--- src/rtl/vc_alloc_ctrl.sv ---
// Victim-cache allocation, write-back and flush sequencer for a 4-way tag store.
// Picks a victim (first invalid way, else tree-PLRU) and evicts dirty lines before overwrite.
module vc_alloc_ctrl #(
  parameter int AWT         = 32,
  parameter int WORD_SEL    = 4,
  parameter int TAG_WT_VC   = AWT - WORD_SEL - 2,
  parameter int VC_WAYS_EXP = 2,
  parameter int VC_WAYS     = 2**VC_WAYS_EXP
) (
  input  logic                   clk_i,
  input  logic                   rst_i,
  input  logic                   ins_req_i,
  input  logic [TAG_WT_VC-1:0]   ins_tag_i,
  input  logic                   ins_dirty_i,
  output logic                   ins_ack_o,
  output logic [VC_WAYS_EXP-1:0] ins_way_o,
  input  logic                   acc_en_i,
  input  logic [VC_WAYS_EXP-1:0] acc_way_i,
  input  logic                   acc_st_i,
  input  logic                   flush_req_i,
  output logic                   flush_done_o,
  input  logic [VC_WAYS-1:0]     valid_i,
  output logic                   wb_req_o,
  output logic [VC_WAYS_EXP-1:0] wb_way_o,
  input  logic                   wb_ack_i,
  output logic                   wr_en_o,
  output logic [VC_WAYS_EXP-1:0] wr_way_o,
  output logic [TAG_WT_VC-1:0]   wr_tag_o,
  output logic                   clear_line_o,
  output logic [VC_WAYS_EXP-1:0] clear_way_o,
  output logic                   clear_all_o,
  output logic                   busy_o
);

  typedef enum logic [2:0] {
    IDLE,
    EV_WB,
    WRITE,
    FL_SCAN,
    FL_WB,
    FL_CLR,
    FL_DONE
  } state_e;

  state_e                 state_q, state_d;
  logic [VC_WAYS-1:0]     dirty_q, dirty_d;
  logic [2:0]             plru_q, plru_d;
  logic [VC_WAYS_EXP-1:0] way_q, way_d;
  logic [TAG_WT_VC-1:0]   tag_q, tag_d;
  logic [VC_WAYS_EXP-1:0] victim;
  logic                   wayDirty;
  logic                   lastWay;

  function automatic logic [2:0] plruTouch(input logic [2:0] p,
                                           input logic [VC_WAYS_EXP-1:0] w);
    logic [2:0] n;
    n    = p;
    n[0] = ~w[1];
    if (w[1]) n[2] = ~w[0];
    else      n[1] = ~w[0];
    return n;
  endfunction

  // Lowest invalid way overrides the PLRU tree walk.
  always_comb begin
    victim = plru_q[0] ? {1'b1, plru_q[2]} : {1'b0, plru_q[1]};
    for (int i = VC_WAYS - 1; i >= 0; i--) begin
      if (!valid_i[i]) victim = VC_WAYS_EXP'(i);
    end
  end

  // way_q holds the latched victim during an insert and the scan index during a flush.
  assign wayDirty = valid_i[way_q] && dirty_q[way_q];
  assign lastWay  = (way_q == VC_WAYS_EXP'(VC_WAYS - 1));

  always_comb begin
    state_d      = state_q;
    dirty_d      = dirty_q;
    plru_d       = plru_q;
    way_d        = way_q;
    tag_d        = tag_q;
    ins_ack_o    = 1'b0;
    ins_way_o    = '0;
    wb_req_o     = 1'b0;
    wb_way_o     = '0;
    wr_en_o      = 1'b0;
    wr_way_o     = '0;
    wr_tag_o     = '0;
    clear_all_o  = 1'b0;
    flush_done_o = 1'b0;

    // Hits update first so that the controller's own updates below take precedence.
    if (acc_en_i) begin
      plru_d = plruTouch(plru_q, acc_way_i);
      if (acc_st_i) dirty_d[acc_way_i] = 1'b1;
    end

    case (state_q)
      IDLE: begin
        if (flush_req_i) begin
          way_d   = '0;
          state_d = FL_SCAN;
        end else if (ins_req_i) begin
          way_d   = victim;
          tag_d   = ins_tag_i;
          state_d = (valid_i[victim] && dirty_q[victim]) ? EV_WB : WRITE;
        end
      end
      EV_WB: begin
        wb_req_o = 1'b1;
        wb_way_o = way_q;
        if (wb_ack_i) begin
          dirty_d[way_q] = 1'b0;
          state_d        = WRITE;
        end
      end
      WRITE: begin
        wr_en_o        = 1'b1;
        wr_way_o       = way_q;
        wr_tag_o       = tag_q;
        ins_ack_o      = 1'b1;
        ins_way_o      = way_q;
        dirty_d[way_q] = ins_dirty_i;
        plru_d         = plruTouch(plru_d, way_q);
        state_d        = IDLE;
      end
      FL_SCAN: begin
        if (wayDirty) begin
          state_d = FL_WB;
        end else if (lastWay) begin
          state_d = FL_CLR;
        end else begin
          way_d = way_q + VC_WAYS_EXP'(1);
        end
      end
      FL_WB: begin
        wb_req_o = 1'b1;
        wb_way_o = way_q;
        if (wb_ack_i) begin
          dirty_d[way_q] = 1'b0;
          if (lastWay) begin
            state_d = FL_CLR;
          end else begin
            way_d   = way_q + VC_WAYS_EXP'(1);
            state_d = FL_SCAN;
          end
        end
      end
      FL_CLR: begin
        clear_all_o = 1'b1;
        dirty_d     = '0;
        state_d     = FL_DONE;
      end
      FL_DONE: begin
        flush_done_o = 1'b1;
        state_d      = IDLE;
      end
      default: state_d = IDLE;
    endcase
  end

  always_ff @(posedge clk_i or negedge rst_i) begin
    if (!rst_i) begin
      state_q <= IDLE;
      dirty_q <= '0;
      plru_q  <= '0;
      way_q   <= '0;
      tag_q   <= '0;
    end else begin
      state_q <= state_d;
      dirty_q <= dirty_d;
      plru_q  <= plru_d;
      way_q   <= way_d;
      tag_q   <= tag_d;
    end
  end

  // Targeted invalidate is reserved; the port is tied off.
  assign clear_line_o = 1'b0;
  assign clear_way_o  = '0;
  assign busy_o       = (state_q != IDLE);

endmodule

--- config.mk ---
export PLATFORM = sky130hd
export DESIGN_NAME = vc_alloc_ctrl
export DESIGN_NICKNAME = d
export VERILOG_FILES = /design/src/rtl/vc_alloc_ctrl.sv
export SDC_FILE = /design/constraint.sdc
export NUM_CORES = 1
export LEC_CHECK = 0
export BUFFER_PORTS_ARGS = -buffer_cell sky130_fd_sc_hd__buf_2
export CAP_MARGIN = 20
export CORE_MARGIN = 2
export CORE_UTILIZATION = 50
export CTS_BUF_LIST = sky130_fd_sc_hd__clkbuf_16
export CTS_CLUSTER_DIAMETER = 40
export DETAILED_ROUTE_END_ITERATION = 8
export GPL_TIMING_DRIVEN = 0
export HOLD_SLACK_MARGIN = 0.15
export PLACE_DENSITY = 0.88
export SLEW_MARGIN = 20
export SYNTH_ARGS = -nofsm -noshare
export SYNTH_HDL_FRONTEND = slang
export SYNTH_SLANG_ARGS = --single-unit
--- constraint.sdc ---
create_clock -name clk_i -period 2.35 [get_ports clk_i]
set_input_delay 0.3525 -clock clk_i [delete_from_list [all_inputs] [get_ports clk_i]]
set_output_delay 0.3525 -clock clk_i [all_outputs]
set_load 0.03 [all_outputs]
# Word level (Yosys, flattened, before mapping)
# Cells that the tools add are included.
[word_totals]
n_memories = 0
latchBits = 0
mem_bits_ro = 0
reg_bits = 38
input_bits = 40
out_inout_bits = 41
mem_bits_rw = 0
[op_classes]
shift = 0
reduce_logical = 12
n_mul = 0
bitwise_logic = 8
n_eq_ne = 12
mux = 50
n_addsub = 1
magnitude_cmp = 5
div = 0
[ops]
columns = ["op", "n"]
rows = [
  ["two-way mux 3 bit", 9],
  ["two-way mux 2 bit", 13],
  ["two-way mux 26 bit", 1],
  ["one-hot mux 3 bit (5 select lines)", 1],
  ["two-way mux 1 bit", 14],
  ["two-way mux 4 bit", 3],
  ["one-hot mux 4 bit (3 select lines)", 1],
  ["== test 3 bit, second input constant", 3],
  ["< comparator 2 x 3 -> 1 bit, second input constant", 3],
  ["binary-select mux 1 bit (select 2 bit)", 4],
  ["AND reduction 4 bit", 2],
  ["== test 3 x 2 -> 1 bit, second input constant", 2],
  ["!= test 2 bit, second input constant", 3],
  ["!= test 3 bit, second input constant", 2],
  ["one-hot mux 2 bit (3 select lines)", 1],
  ["nonzero test 3 bit", 2],
  ["NOT 1 bit", 5],
  ["bitwise AND 4 bit", 1],
  ["bitwise mux 4 bit", 1],
  ["demux 1 bit (select 2 bit)", 2],
  [">= comparator 2 x 1 -> 1 bit, second input constant", 2],
  ["logical AND 1 bit", 4],
  ["NOT 4 bit", 1],
  ["OR 4 bit", 1],
  ["7 further kinds", 7],
]

# Logic depth before layout (Yosys ltp)
# Gate-level depths: netlist of run 1.
[depth]
word_depth = 12
mapped_depth = 7
mapped_depth_nobuf = 7

# Worst setup path before layout of run 1
# Ideal clock, no wire load.
[synth_timing]
path_kind = "register -> output"
from = "register state_q[2]"
to = "output wr_way_o[0]"
setup_slack_ns = 0.084
path_buffers = 4
t_arrival_ns = 1.914
stages_incl_launch_ff = 7
path_cell_list = "dfrtp_1 buf_2 nor3b_1 buf_2 buf_2 and2_1 buf_4"
[synth_between]
elab_chain_len = 2
[synth_lines]
columns = ["element", "line_no", "source"]
rows = [
  ["from (decl)", "45", "state_e state_q, state_d;"],
  ["from (signal assigned)", "170", "state_q <= state_d;"],
  ["== test 3 x 2 -> 1 bit", "n/a", ""],
  ["two-way mux 2 bit", "n/a", ""],
  ["to (decl)", "27", "output logic [VC_WAYS_EXP-1:0] wr_way_o,"],
]
# Every way passes these cells.

# Final worst setup path of run 1
[layout_timing]
from = "register state_q[2]"
to = "output wr_way_o[0]"
[layout_between]
elab_chain_len = 2
[layout_lines]
columns = ["element", "line_no", "source"]
rows = [
  ["== test 3 x 2 -> 1 bit", "98", "case (state_q)"],
  ["two-way mux 2 bit", "98", ""],
]
# Every way passes these cells.

==> results of run 1 <==
## power breakdown
part | total (W) | switching, W | internal (W)
Clock | 0.000624 | 0.000241 | 0.000383
Combinational | 0.00216 | 0.00132 | 0.000845
Sequential | 0.00117 | 0.000192 | 0.000977
Total | 0.00396 | 0.00175 | 0.00220
## state kept, by name, indices dropped and copies added (netlist names)
name     flops
plru_q       3
state_q      3
way_q        2
dirty_q      4
tag_q       26
## synth_stat cells (2+ instances only)
cell | number | area [um^2]
a31o_2 | 4 | 35.0
a211oi_1 | 2 | 15.0
o22ai_1 | 7 | 43.8
nand2_1 | 13 | 48.8
nor3_1 | 3 | 15.0
and2_1 | 31 | 194
nor2_1 | 18 | 67.6
a221oi_1 | 2 | 17.5
buf_4 | 7 | 52.6
nand2b_1 | 7 | 43.8
mux2_1 | 21 | 236
o21ai_0 | 3 | 15.0
a22oi_1 | 5 | 37.5
dfrtp_1 | 38 | 951
buf_2 | 6 | 30.0
inv_1 | 7 | 26.3
ha_1 | 4 | 50.1
nand3b_1 | 2 | 15.0
a21o_1 | 4 | 30.0
a21oi_1 | 10 | 50.1
clkbuf_1 | 6 | 22.5
mux2_2 | 6 | 67.6
## cells by family (layout without fill, tap and decap cells)
group | Yosys count | in the layout | synth area share
simple gates | 83 | 83 | 0.194
other cells | 1 | 3 | 0.00163
flops | 38 | 38 | 0.413
compound gates | 51 | 51 | 0.160
buf+inv | 28 | 111 | 0.0636
fa+ha+maj | 4 | 4 | 0.0217
mux | 29 | 29 | 0.146
## cell type report
class | instances | area [um^2] | share of cell area
Sequential cell | 38 | 951 | 0.328
Clock buffer | 5 | 125 | 0.0431
Tap cell | 52 | 65.1 | 0.0224
Timing Repair Buffer | 76 | 380 | 0.131
Inverter | 8 | 30.0 | 0.0103
Clock inverter | 3 | 12.5 | 0.00431
Multi-Input combinational cell | 170 | 1220 | 0.422
Buffer | 19 | 115 | 0.0397
## per-layer routing
metal	GRT usage	vias to the layer above	wire length, um
li1	-	982	-
met1	0.282	950	2290
met2	0.356	77	2630
met3	0.0619	4	379
met4	0.0797	0	41
met5	0	-	0
## stage by stage
step / std cells / util / instance area, um^2 / hold WS (ps)
2_1_floorplan: 236 / - / 2310 / 56.9
3_3_place_gp: 364 / 0.628 / 2760 / 465
3_5_place_dp: 364 / 0.628 / 2760 / 477
4_1_cts: 371 / 0.662 / 2900 / 210
5_1_grt: 371 / 0.662 / 2900 / 268
6_report: 371 / 0.662 / 2900 / 174
## timing repair
action	CTS	global route
cloned	0	0
buffers inserted	0	0
pin swaps	0	0
resized for setup	3	2
endpoints found under the hold margin	0	0
endpoints found under the setup margin	11	3
hold buffers	0	0
## path summary, 6_finish.rpt
kind	from	endpoint	slack, ps	cells past startpoint
worst max-delay path	state_q[2]	wr_way_o[0]	160	6
worst min-delay path	rst_i	tag_q[12]	170	1
worst max register to register	way_q[0]	way_q[0]	370	7
worst min register to register	tag_q[5]	tag_q[5]	480	1
max in group asynchronous	rst_i	plru_q[0]	1660	1
min in group clk_i	ins_tag_i[23]	tag_q[23]	290	2
==> flow_metrics.py, run 1 <==
metrics = {
    "finish": {
        "drive_gt1_frac": 0.348,
        "area_growth_pct": 26.1,
        "final_common_cell": "buf_2",
        "num-fill-cells": 341,
        "mostFrequentLayoutCells": "buf_2 (80), dfrtp_1 (38), and2_1 (31)",
        "diodes": 0,
        "nets": 362,
    },
    "synthesis": {
        "ys_seq_elements": 38,
        "async_flop_share": 1.00,
        "synth_ff_type": "dfrtp_1",
        "syn-cell-area_mm2": 0.00230,
        "ys_warn_count": 0,
        "synthCells": 234,
        "avgSynthCellArea_um2": 9.84,
        "synth.distinct_cells": 50,
        "ys_seq_area_frac": 0.413,
        "synth_edf_count": 0,
    },
    "timing": {
        "finalCritPeriodShare": 0.930,
        "setup_violations": 0,
        "max_freq_mhz": 458,
        "slew_headroom": 0.453,
        "drv_slew": 0,
        "worstMarginPinSlew_ps": 821,
        "fin_ws_ps": 165,
        "finalHoldViolCount": 0,
        "rsz0062_at_grt": "false",
        "fin_skew_ps": 2.64,
        "finalCriticalPeriod_ps": 2190,
        "finalSetupTns_ps": 0,
    },
    "setup_path": {
        "critical_path_required_ps": 2000,
        "critPathLaunchType": "register",
        "worst-path-buf-inv": 4,
        "worstPathArrival_ps": 1830,
        "slowest_stage": "dfrtp_1",
        "slowest_delay_ps": 380,
        "path_delay_family": "buffers and inverters",
        "end_kind": "output port",
        "path_cells": "buf_2, nor3b_4, buf_4, and2_1, buf_4, buf_2",
        "path_max_fanout": 20,
        "path_class": "register to output port",
    },
    "clock_tree": {
        "insertion_delay_ps": 270,
        "cts_inserted_buffers": 5,
        "root_buffer": "clkbuf_16",
        "clock-sinks": 38,
        "cts.clk_slew.worst_paths_ps": 50,
        "clock_path_buffers": 2,
        "cts_tree": "built",
        "cts-htree-levels": 2,
    },
    "grt": {
        "antenna_found_initial": 0,
        "grtUsageTotal": 0.220,
        "grt_pass1_vias": 1974,
        "grt_pass1_wl_um": 8980,
        "grt_start_max_net_pins": 39,
        "grt.overflow.total": 0,
    },
    "placed_design": {
        "dp_hpwl_um": 4100,
        "place_congestion": 0.913,
        "dp_worst_setup_slack_ps": 45.1,
        "io_buffers": 76,
    },
    "drt": {
        "drtAntennaViolNets": 0,
        "drt-initial-drc-count": 131,
        "viasPerCell": 5.43,
        "dr.pass1.iters": 4,
        "routed_wl_um": 5350,
        "drc": 0,
        "vias": 2013,
        "post_drt_wl_per_cell_um": 14.4,
    },
    "power": {
        "peakVddDrop_uv": 898,
        "p_per_area_mw_per_mm2": 1360,
        "p_total_w": 0.00396,
        "leakage_nw": 1.45,
    },
    "floorplanning": {
        "die_y_um": 71.9,
        "ioPinCount": 81,
        "die_area_mm2": 0.00516,
        "rows": 24,
        "core_mm2": 0.00438,
        "die_w_um": 71.9,
        "initial_core_util": 0.525,
    },
    "worst_hold_path": {
        "hp-class": "input port to asynchronous set/reset pin",
    },
    "job": {
        "cap_violations": 0,
    },
    "run_status": {
        "run_status": "complete, no violations",
    },
}
(Power assumes the default switching activity.)
==> run 2, diff against run 1 <==
==> constraint.sdc (replaced) <==
create_clock -name clk_i -period 2.35 [get_ports clk_i]
set_input_delay 0.5875 -clock clk_i [delete_from_list [all_inputs] [get_ports clk_i]]
set_output_delay 0.5875 -clock clk_i [all_outputs]
set_load 0.03 [all_outputs]
==> run 2 against run 1 <==
Setup slack got worse by 130 ps. Final cell count rose by 1.6%. Power rose by 6.8%. Global-route usage fell by 0.45 points.
==> flow_metrics.py, run 2 (same netlist as run 1, synthesis figures left out) <==
metrics = {
    "drt": {
        "drt-initial-drc-count": 124,
        "post_drt_wl_per_cell_um": 15.2,
        "viasPerCell": 5.53,
        "drtAntennaViolNets": 0,
        "drc": 0,
        "dr.pass1.iters": 5,
        "routed_wl_um": 5720,
        "vias": 2084,
    },
    "power": {
        "peakVddDrop_uv": 859,
        "p_comb_frac": 0.548,
        "p_sw_w": 0.00181,
        "switching_share": 0.428,
        "p_total_w": 0.00423,
        "p_per_area_mw_per_mm2": 1400,
        "internal_power_w": 0.00242,
        "leakage_nw": 1.50,
        "pwr-share-seq": 0.275,
        "clockPowerShare": 0.177,
    },
    "finish": {
        "largestRegisters": "tag_q (26), dirty_q (4)",
        "seqCellArea_um2": 951,
        "final_common_cell": "buf_2",
        "largest_reg_flops": 26,
        "area_growth_pct": 31.0,
        "diodes": 0,
        "mostFrequentLayoutCells": "buf_2 (76), dfrtp_1 (38), and2_1 (29)",
        "num-fill-cells": 344,
        "nets": 368,
        "drive_gt1_frac": 0.382,
        "regMostFlops": "tag_q",
        "multiInputGateArea_mm2": 0.00123,
        "final_cells": 377,
    },
    "floorplanning": {
        "initial_core_util": 0.525,
        "ioPinCount": 81,
        "core_mm2": 0.00438,
        "die_w_um": 71.9,
        "rows": 24,
        "die_area_mm2": 0.00516,
        "die_y_um": 71.9,
    },
    "setup_path": {
        "worstPathArrival_ps": 1720,
        "path_max_fanout": 7,
        "path_cells": "buf_6, nor3b_4, and2_2, buf_4, buf_2",
        "critPathLaunchType": "register",
        "end_kind": "output port",
        "slowest_stage": "dfrtp_1",
        "slowest_delay_ps": 390,
        "path_class": "register to output port",
        "critical_path_required_ps": 1760,
    },
    "clock_tree": {
        "cts_tree": "built",
        "cts_inserted_buffers": 5,
        "cts.clk_slew.worst_paths_ps": 60,
        "clock_path_buffers": 2,
        "root_buffer": "clkbuf_16",
        "postCtsHoldBufs": 0,
        "cts-htree-levels": 2,
        "clock-sinks": 38,
        "insertion_delay_ps": 280,
    },
    "timing": {
        "max_freq_mhz": 433,
        "finalHoldViolCount": 0,
        "finalCriticalPeriod_ps": 2310,
        "slew_headroom": 0.433,
        "fin_ws_ps": 38.0,
        "whs_ps": 413,
        "setup_violations": 0,
        "fin_skew_ps": 5.10,
        "rsz0062_at_grt": "true",
        "finalCritPeriodShare": 0.984,
        "worstMarginPinSlew_ps": 850,
        "finalSetupTns_ps": 0,
        "drv_slew": 0,
    },
    "placed_design": {
        "numPlacedInstances": 364,
        "dp_hpwl_um": 4140,
        "dp_worst_setup_slack_ps": -137,
        "io_buffers": 76,
        "place_congestion": 0.909,
    },
    "grt": {
        "grt.overflow.total": 0,
        "use_met2": 0.366,
        "grt_pass1_wl_um": 8760,
        "grt_util_met3": 0.0745,
        "gr-usage-met1": 0.255,
        "grt_pass1_vias": 2009,
        "grtUsageTotal": 0.215,
        "grt-busiest-layer": "met2",
        "antenna_found_initial": 0,
        "grt_start_max_net_pins": 39,
    },
    "job": {
        "cap_violations": 0,
    },
    "worst_hold_path": {
        "hp-class": "input port to asynchronous set/reset pin",
    },
    "run_status": {
        "run_status": "complete, no violations",
    },
}
[run 2: per-layer routing]
layer | part of all wire | vias to the layer above | wire (um)
met1 | 0.40 | 963 | 2280
met4 | 0.0096 | 0 | 55
li1 | - | 996 | -
met2 | 0.49 | 116 | 2820
met3 | 0.099 | 9 | 565
met5 | 0 | - | 0
[run 2: worst paths after layout]
path	from	endpoint	slack, ps	depth (start not counted)
min in group clk_i	tag_q[13]	tag_q[13]	480	1
worst min-delay path	rst_i	tag_q[10]	410	1
worst max register to register	way_q[0]	state_q[1]	290	5
worst max-delay path	state_q[2]	wr_way_o[1]	40	5
max in group asynchronous	rst_i	tag_q[5]	1400	1
worst min register to register	tag_q[13]	tag_q[13]	480	1
[run 2: cell type report]
type | instances | area share
clock inverter | 3 | 0.0137
clock buffer | 5 | 0.0415
tap | 52 | 0.0216
inverter | 8 | 0.00996
sequential | 38 | 0.315
timing repair buffer | 82 | 0.144
buffer | 19 | 0.0461
multi-input combinational | 170 | 0.408
[run 2: power groups by stage]
stage	combinational (W)	sequential (W)	clock, W
floorplan	0.00165	0.00111	0
global placement	0.00212	0.00115	0
detailed placement	0.00217	0.00117	0
CTS	0.00223	0.00116	0.000762
global route	0.00248	0.00120	0.000785
finish	0.00231	0.00116	0.000748
[run 2: stage by stage]
stage                     area, um^2  utilization
after floorplan                 2320            -
after global routing            3020        0.688
after detailed placement        2760        0.630
final                           3020        0.688
after CTS                       2960        0.675
after global placement          2760        0.630
[run 2: worst max-delay path, delay by kind of cell, from the launching register on]
kind          cells  cell delay (ps)
simple gates      2              620
buf+inv           3              440
flops             1              390
[run 2: what timing repair did]
| item | 4_1_cts | 5_1_grt |
|---|---|---|
| pin swaps | 1 | 2 |
| resized for setup | 7 | 20 |
| endpoints found under the setup margin | 35 | 32 |
| setup buffers | 1 | 4 |
| cloned | 0 | 1 |
